## src/rtl/sti4_pkg.sv

```systemverilog
// sti4_pkg: shared types and tables for the three-share inverse 4-bit S-box.
//
// Contents:
//   SHW, NSH   share width and share count
//   share_t    one 4-bit share
//   shares_t   three packed shares, [0]=share 0 in the low nibble
//   map_sel_t  selects the quadratic map (G or F) inside a component function
//   SINV_TBL   full inverse S-box, y -> SINV[y]
//   G_TBL      inner quadratic permutation
//   F_TBL      outer quadratic permutation, SINV[y] == F_TBL[G_TBL[y]]
//   quad_map   unshared lookup of G or F
package sti4_pkg;

  localparam int SHW = 4;
  localparam int NSH = 3;

  typedef logic [SHW-1:0] share_t;
  typedef share_t [NSH-1:0] shares_t;

  typedef enum logic {
    MAP_G = 1'b0,
    MAP_F = 1'b1
  } map_sel_t;

  localparam share_t SINV_TBL [16] = '{
    4'h5, 4'hE, 4'hF, 4'h8, 4'hC, 4'h1, 4'h2, 4'hD,
    4'hB, 4'h4, 4'h6, 4'h3, 4'h0, 4'h7, 4'h9, 4'hA
  };

  // Both maps are permutations of algebraic degree 2 (every cubic ANF
  // coefficient is zero), which is what makes the two-share component
  // function below exact.
  localparam share_t G_TBL [16] = '{
    4'h0, 4'h6, 4'hF, 4'h5, 4'h8, 4'hE, 4'h9, 4'h3,
    4'h1, 4'hB, 4'h4, 4'h2, 4'h7, 4'hD, 4'hC, 4'hA
  };

  localparam share_t F_TBL [16] = '{
    4'h5, 4'hB, 4'h3, 4'hD, 4'h6, 4'h8, 4'hE, 4'h0,
    4'hC, 4'h2, 4'hA, 4'h4, 4'h9, 4'h7, 4'h1, 4'hF
  };

  function automatic share_t quad_map(input map_sel_t sel, input share_t v);
    share_t r;
    if (sel == MAP_F) r = F_TBL[v];
    else              r = G_TBL[v];
    return r;
  endfunction

endpackage

```

## src/rtl/sti4_quad_comp.sv

```systemverilog
// sti4_quad_comp: one output share of a quadratic map Q (G or F), computed
// from two of the three input shares only.
//
// Ports:
//   sel  in   map select (MAP_G / MAP_F)
//   a    in   input share i+1
//   b    in   input share i+2
//   y    out  output share i
//
// For a quadratic Q, Q(x0^x1^x2) == sum over i of Q(a_i^b_i)^Q(b_i)^Q(0)
// with (a_i, b_i) = (x_{i+1}, x_{i+2}); the three components cover every
// Q(x_j) once and every cross term once, so output share i never sees x_i.
module sti4_quad_comp
  import sti4_pkg::*;
(
  input  map_sel_t sel,
  input  share_t   a,
  input  share_t   b,
  output share_t   y
);

  share_t ab;

  assign ab = a ^ b;
  assign y  = quad_map(sel, ab) ^ quad_map(sel, b) ^ quad_map(sel, share_t'(0));

endmodule

```

## src/rtl/sti4_inv_pipe.sv

```systemverilog
// sti4_inv_pipe: two-stage pipelined three-share threshold implementation of
// the inverse 4-bit S-box, SINV = F o G. Stage 1 registers the G shares,
// stage 2 registers the F shares into out_sh. Valid/ready on both sides.
//
// Build option: STI4_REFRESH_EN adds the rnd port and remasks the stage-1
// shares with fresh randomness (m0, m1) on every input transfer.
//
// Ports:
//   clk        rising-edge clock
//   rst        synchronous, active-high reset
//   in_valid   input shares valid
//   in_ready   block accepts input this cycle (low while rst)
//   in_sh      input shares, [3:0]=x0 [7:4]=x1 [11:8]=x2
//   rnd        fresh masks m0=[3:0] m1=[7:4] (STI4_REFRESH_EN only)
//   out_valid  output shares valid
//   out_ready  downstream accepts output
//   out_sh     output shares, [3:0]=z0 [7:4]=z1 [11:8]=z2
//   busy       any pipeline stage occupied
module sti4_inv_pipe
  import sti4_pkg::*;
#(
  parameter int SHW = 4,
  parameter int NSH = 3
) (
  input  logic               clk,
  input  logic               rst,
  input  logic               in_valid,
  output logic               in_ready,
  input  logic [SHW*NSH-1:0] in_sh,
`ifdef STI4_REFRESH_EN
  input  logic [7:0]         rnd,
`endif
  output logic               out_valid,
  input  logic               out_ready,
  output logic [SHW*NSH-1:0] out_sh,
  output logic               busy
);

  if (SHW != 4 || NSH != 3) begin : g_bad_cfg
    $error("sti4_inv_pipe supports only SHW=4, NSH=3");
  end

  shares_t x_sh;
  shares_t g_sh;
  shares_t s1_d;
  shares_t s1_sh;
  shares_t f_sh;
  logic    s1_valid;
  logic    adv_out;
  logic    adv_s1;
  logic    in_xfer;

  assign x_sh = in_sh;

  // Share i of each stage is fed from shares i+1 and i+2 (mod 3).
  for (genvar i = 0; i < 3; i++) begin : g_comp
    localparam int J = (i + 1) % 3;
    localparam int K = (i + 2) % 3;

    sti4_quad_comp u_g (
      .sel (MAP_G),
      .a   (x_sh[J]),
      .b   (x_sh[K]),
      .y   (g_sh[i])
    );

    sti4_quad_comp u_f (
      .sel (MAP_F),
      .a   (s1_sh[J]),
      .b   (s1_sh[K]),
      .y   (f_sh[i])
    );
  end

`ifdef STI4_REFRESH_EN
  share_t m0;
  share_t m1;

  assign m0 = rnd[3:0];
  assign m1 = rnd[7:4];

  // m0 and m1 each appear in exactly two shares, so the unshared value is
  // untouched while the share distribution is made uniform again before F.
  assign s1_d[0] = g_sh[0] ^ m0;
  assign s1_d[1] = g_sh[1] ^ m1;
  assign s1_d[2] = g_sh[2] ^ m0 ^ m1;
`else
  assign s1_d = g_sh;
`endif

  assign adv_out  = !out_valid || out_ready;
  assign adv_s1   = !s1_valid || adv_out;
  assign in_ready = adv_s1 && !rst;
  assign in_xfer  = in_valid && in_ready;
  assign busy     = s1_valid || out_valid;

  always_ff @(posedge clk) begin
    if (rst) begin
      s1_valid  <= 1'b0;
      s1_sh     <= '0;
      out_valid <= 1'b0;
      out_sh    <= '0;
    end else begin
      if (adv_s1) begin
        s1_valid <= in_xfer;
        if (in_xfer) s1_sh <= s1_d;
      end
      if (adv_out) begin
        out_valid <= s1_valid;
        if (s1_valid) out_sh <= f_sh;
      end
    end
  end

endmodule

```

## config.mk

```make
export PLATFORM = sky130hd
export DESIGN_NAME = sti4_inv_pipe
export DESIGN_NICKNAME = d
export VERILOG_FILES = /design/src/rtl/sti4_pkg.sv /design/src/rtl/sti4_quad_comp.sv /design/src/rtl/sti4_inv_pipe.sv
export SDC_FILE = /design/constraint.sdc
export NUM_CORES = 1
export LEC_CHECK = 0
export BUFFER_PORTS_ARGS = -buffer_cell sky130_fd_sc_hd__buf_2
export CAP_MARGIN = 25
export CORE_ASPECT_RATIO = 2
export CORE_UTILIZATION = 45
export DETAILED_ROUTE_END_ITERATION = 8
export PLACE_DENSITY = 0.64
export SYNTH_ARGS = -nofsm -noshare
export SYNTH_HDL_FRONTEND = slang
export SYNTH_SLANG_ARGS = --single-unit
```

## constraint.sdc

```tcl
create_clock -name clk -period 2.1 [get_ports clk]
set_input_delay 0.42 -clock clk [delete_from_list [all_inputs] [get_ports clk]]
set_output_delay 0.42 -clock clk [all_outputs]
set_load 0.02 [all_outputs]
```

==> impl_results.md <==
* Status: finished, final reports clean
* Unrepaired setup endpoints after global routing: no
* Clock skew at 0.00526 ns
* Clock Latency Late Sink at 0.27 ns
* GR Layer Usage met2 at 0.368
* Compound-gate portion of the synthesized area at 0.123
* First-pass GRT wire length at 7760 um
* Power density cells at 746 nW/um^2
* H-tree depth at 1
* Final hold slack at 0.374 ns
* Cell Area, Synth at 2490 sq um
* Yosys cell types at 40
* CTS resizes at 0
* Sequential element share of the synthesized area at 0.209
* Minimum clock period at 1.83 ns
* CTS Hold Buffers Added at 0
* Post-DRT Antenna Nets at 0
* CTS Root Cell: clkbuf_8
* Top post-synthesis cells by count: xnor2_1, dfxtp_1, mux2i_1, nand3b_1, nor2_1
* IO Port Bufs at 30
* Mean post-synth cell area at 8.23 sq um
* Die Area at 5840 sq um
* Count leader, synth: xnor2_1
* Max-cap violation count at 0
* Area share of the largest cell type after synthesis at 0.209
* Synth warn at 0
* Final nets at 340
* Routed vias/inst at 5.27
* Worst Path Arrival at 2.04 ns
* Internal reg-to-reg setup slack at 0.27 ns
* Maximum number of pins on one net before global-route repair at 25
* Starting Density at 0.463
* Top cells by area, synth: dfxtp_1, xnor2_1, mux2i_1
* Final Cycle Share at 0.869
* Row cnt at 38
* Critical Path Source Type: register
* WL final at 4640 um
* CTS buffer count at 3
* Area leader, netlist: dfxtp_1
* Post-synthesis mux area share at 0.0946
* Hold Violations, Final at 0
* #FFs+latches synth at 26
* Die X-Extent at 54.6 um
* Multi-input logic area at 1800 sq um
* Main combinational cell family by area after synthesis: XOR/XNOR gates
* GRT Overall Usage at 0.177
* Setup_tns at 0 ns
* Worst setup path category: reg2reg
* CP required at 2.32 ns
* Peak supply drop at 0.728 mV
* GR Overflow Total at 0
* Reg area at 520 sq um
* M1 GR Usage at 0.147
* Post-synth top flop: dfxtp_1
* Worst slew pin tran at 0.575 ns
* CTS tree: built
* Io pins at 31
* Initial antenna violation count at 0
* Die Ht at 107 um
* Share of cells above drive strength 1 at 0.167
* Core area at 5370 sq um
* Syn nets at 324
* Leak Pwr at 1.10 nW
* CP endpoint kind: register
* Slew HR at 0.616
* Post-CTS setup buffer count at 0
* Xor/xnor share of the synthesized area at 0.255
* Initial DRT Pass Iterations at 4
* EDFF count, synth at 0
* GRT met3 Usage at 0.0156
* Critical path fanouts, max at 9
* GP Congestion at 0.808
* Filler cells at 572
* Fin. max-slew vios at 0
* ANT cells at 0
* Post-DR wirelength/cell at 12.3 um
* Clock Path Buffers at 2
* Synth Instances at 302
* Max frequency at 0.548 GHz
* Area Overhead vs Synth at 8.96%
* Fraction of registers with async set or reset after synthesis at 0
* Hpwl dp at 3860 um
* Simple-Gate Fraction of Synth Area at 0.208
* Hold crit path type: in2reg
* Final setup fails at 0
* Vias at 1985
* Adder-Cell Fraction of Synth Area at 0.0423
* Clock transition at the registers of the reported paths at 0.09 ns
* DRC Markers at 0
* Most used routing layer in global routing: met2
* Count of clock tree sinks at 26
* Vias in the first global route at 1910
* Starting DRT DRC Count at 26
metal layers:
metal / wire length, um / vias to the layer above
met3: 89 / 7
li1: - / 1049
met2: 2750 / 34
met4: 94 / 0
met1: 1700 / 895
met5: 0 / -
through the flow:
| stage | worst slack [ns] | cells | total power [mW] | cell area [sq um] | utilization |
|---|---|---|---|---|---|
| 2_1_floorplan | 0.316 | 302 | 1.47 | 2490 | - |
| 5_1_grt | 0.0116 | 377 | 2.17 | 2710 | 0.504 |
| 3_5_place_dp | 0.290 | 373 | 1.63 | 2640 | 0.491 |
| 3_3_place_gp | 0.312 | 373 | 1.61 | 2640 | 0.491 |
| 6_report | 0.274 | 377 | 2.02 | 2710 | 0.504 |
| 4_1_cts | 0.254 | 377 | 2.05 | 2710 | 0.504 |
layout make-up:
cell class	count	area share
clock buffer	3	0.0152
sequential	26	0.192
tap	60	0.0277
multi-input combinational	240	0.664
clock inverter	1	0.0111
timing repair buffer	38	0.0776
inverter	9	0.0125
cell usage in the layout, fill, tap and decap left out, types with 2 or more instances in the layout:
master	synthesis	final
and3b_1	2	2
a31oi_1	2	2
dfxtp_1	26	26
xor2_1	14	14
o21a_1	5	5
nand2_1	15	15
buf_2	14	30
or4_1	6	6
clkbuf_8	0	3
buf_4	2	8
inv_1	9	9
nor3_1	3	3
mux2_1	3	3
a21oi_1	12	12
o311ai_0	2	2
xor2_2	5	5
a211oi_1	4	4
nand2b_1	9	9
xnor2_2	4	4
nor2_1	17	17
nand3_1	14	14
xnor2_1	39	39
nor2b_1	5	5
nand3b_1	19	19
ha_1	6	6
o21ai_1	9	9
o21ai_0	13	13
maj3_1	3	3
mux2i_1	19	19
where the power goes:
part | total, mW | internal (mW) | switching (mW)
combinational | 0.944 | 0.471 | 0.473
clock | 0.414 | 0.255 | 0.159
sequential | 0.664 | 0.564 | 0.100
path summary, 6_finish.rpt:
kind / from / cells past startpoint / end
hold reg to reg: out_sh[0]$_SDFFE_PP0P_ / 2 / out_sh[0]$_SDFFE_PP0P_
setup reg to reg: s1_sh[2]$_SDFFE_PP0P_ / 5 / out_sh[10]$_SDFFE_PP0P_
setup / recovery: s1_sh[2]$_SDFFE_PP0P_ / 5 / out_sh[10]$_SDFFE_PP0P_
hold / removal: in_valid / 3 / s1_valid$_SDFFE_PP0P_
critical path: stages, from the launching register on:
cell and delay [ns]:
dfxtp_1 0.61, xor2_2 0.26, mux2i_1 0.24, xnor2_1 0.09, or4_1 0.47, nand3_1 0.09
sequential cells by signal, indices dropped and copies added (netlist names):
| signal | cells |
|---|---|
| out_sh | 12 |
| s1_sh | 12 |
| out_valid | 1 |
| s1_valid | 1 |
kinds of logic (layout without fill, tap and decap cells):
group,count (synthesis),after routing
adders and majority gates,9,9
xor gates and xnor gates,63,63
and+or+nand+nor,93,93
muxes,23,23
buffers and inverters,36,51
DFF,26,26
AOI/OAI and AO/OA,52,52
Note: power is estimated with default switching activity, not from simulation.
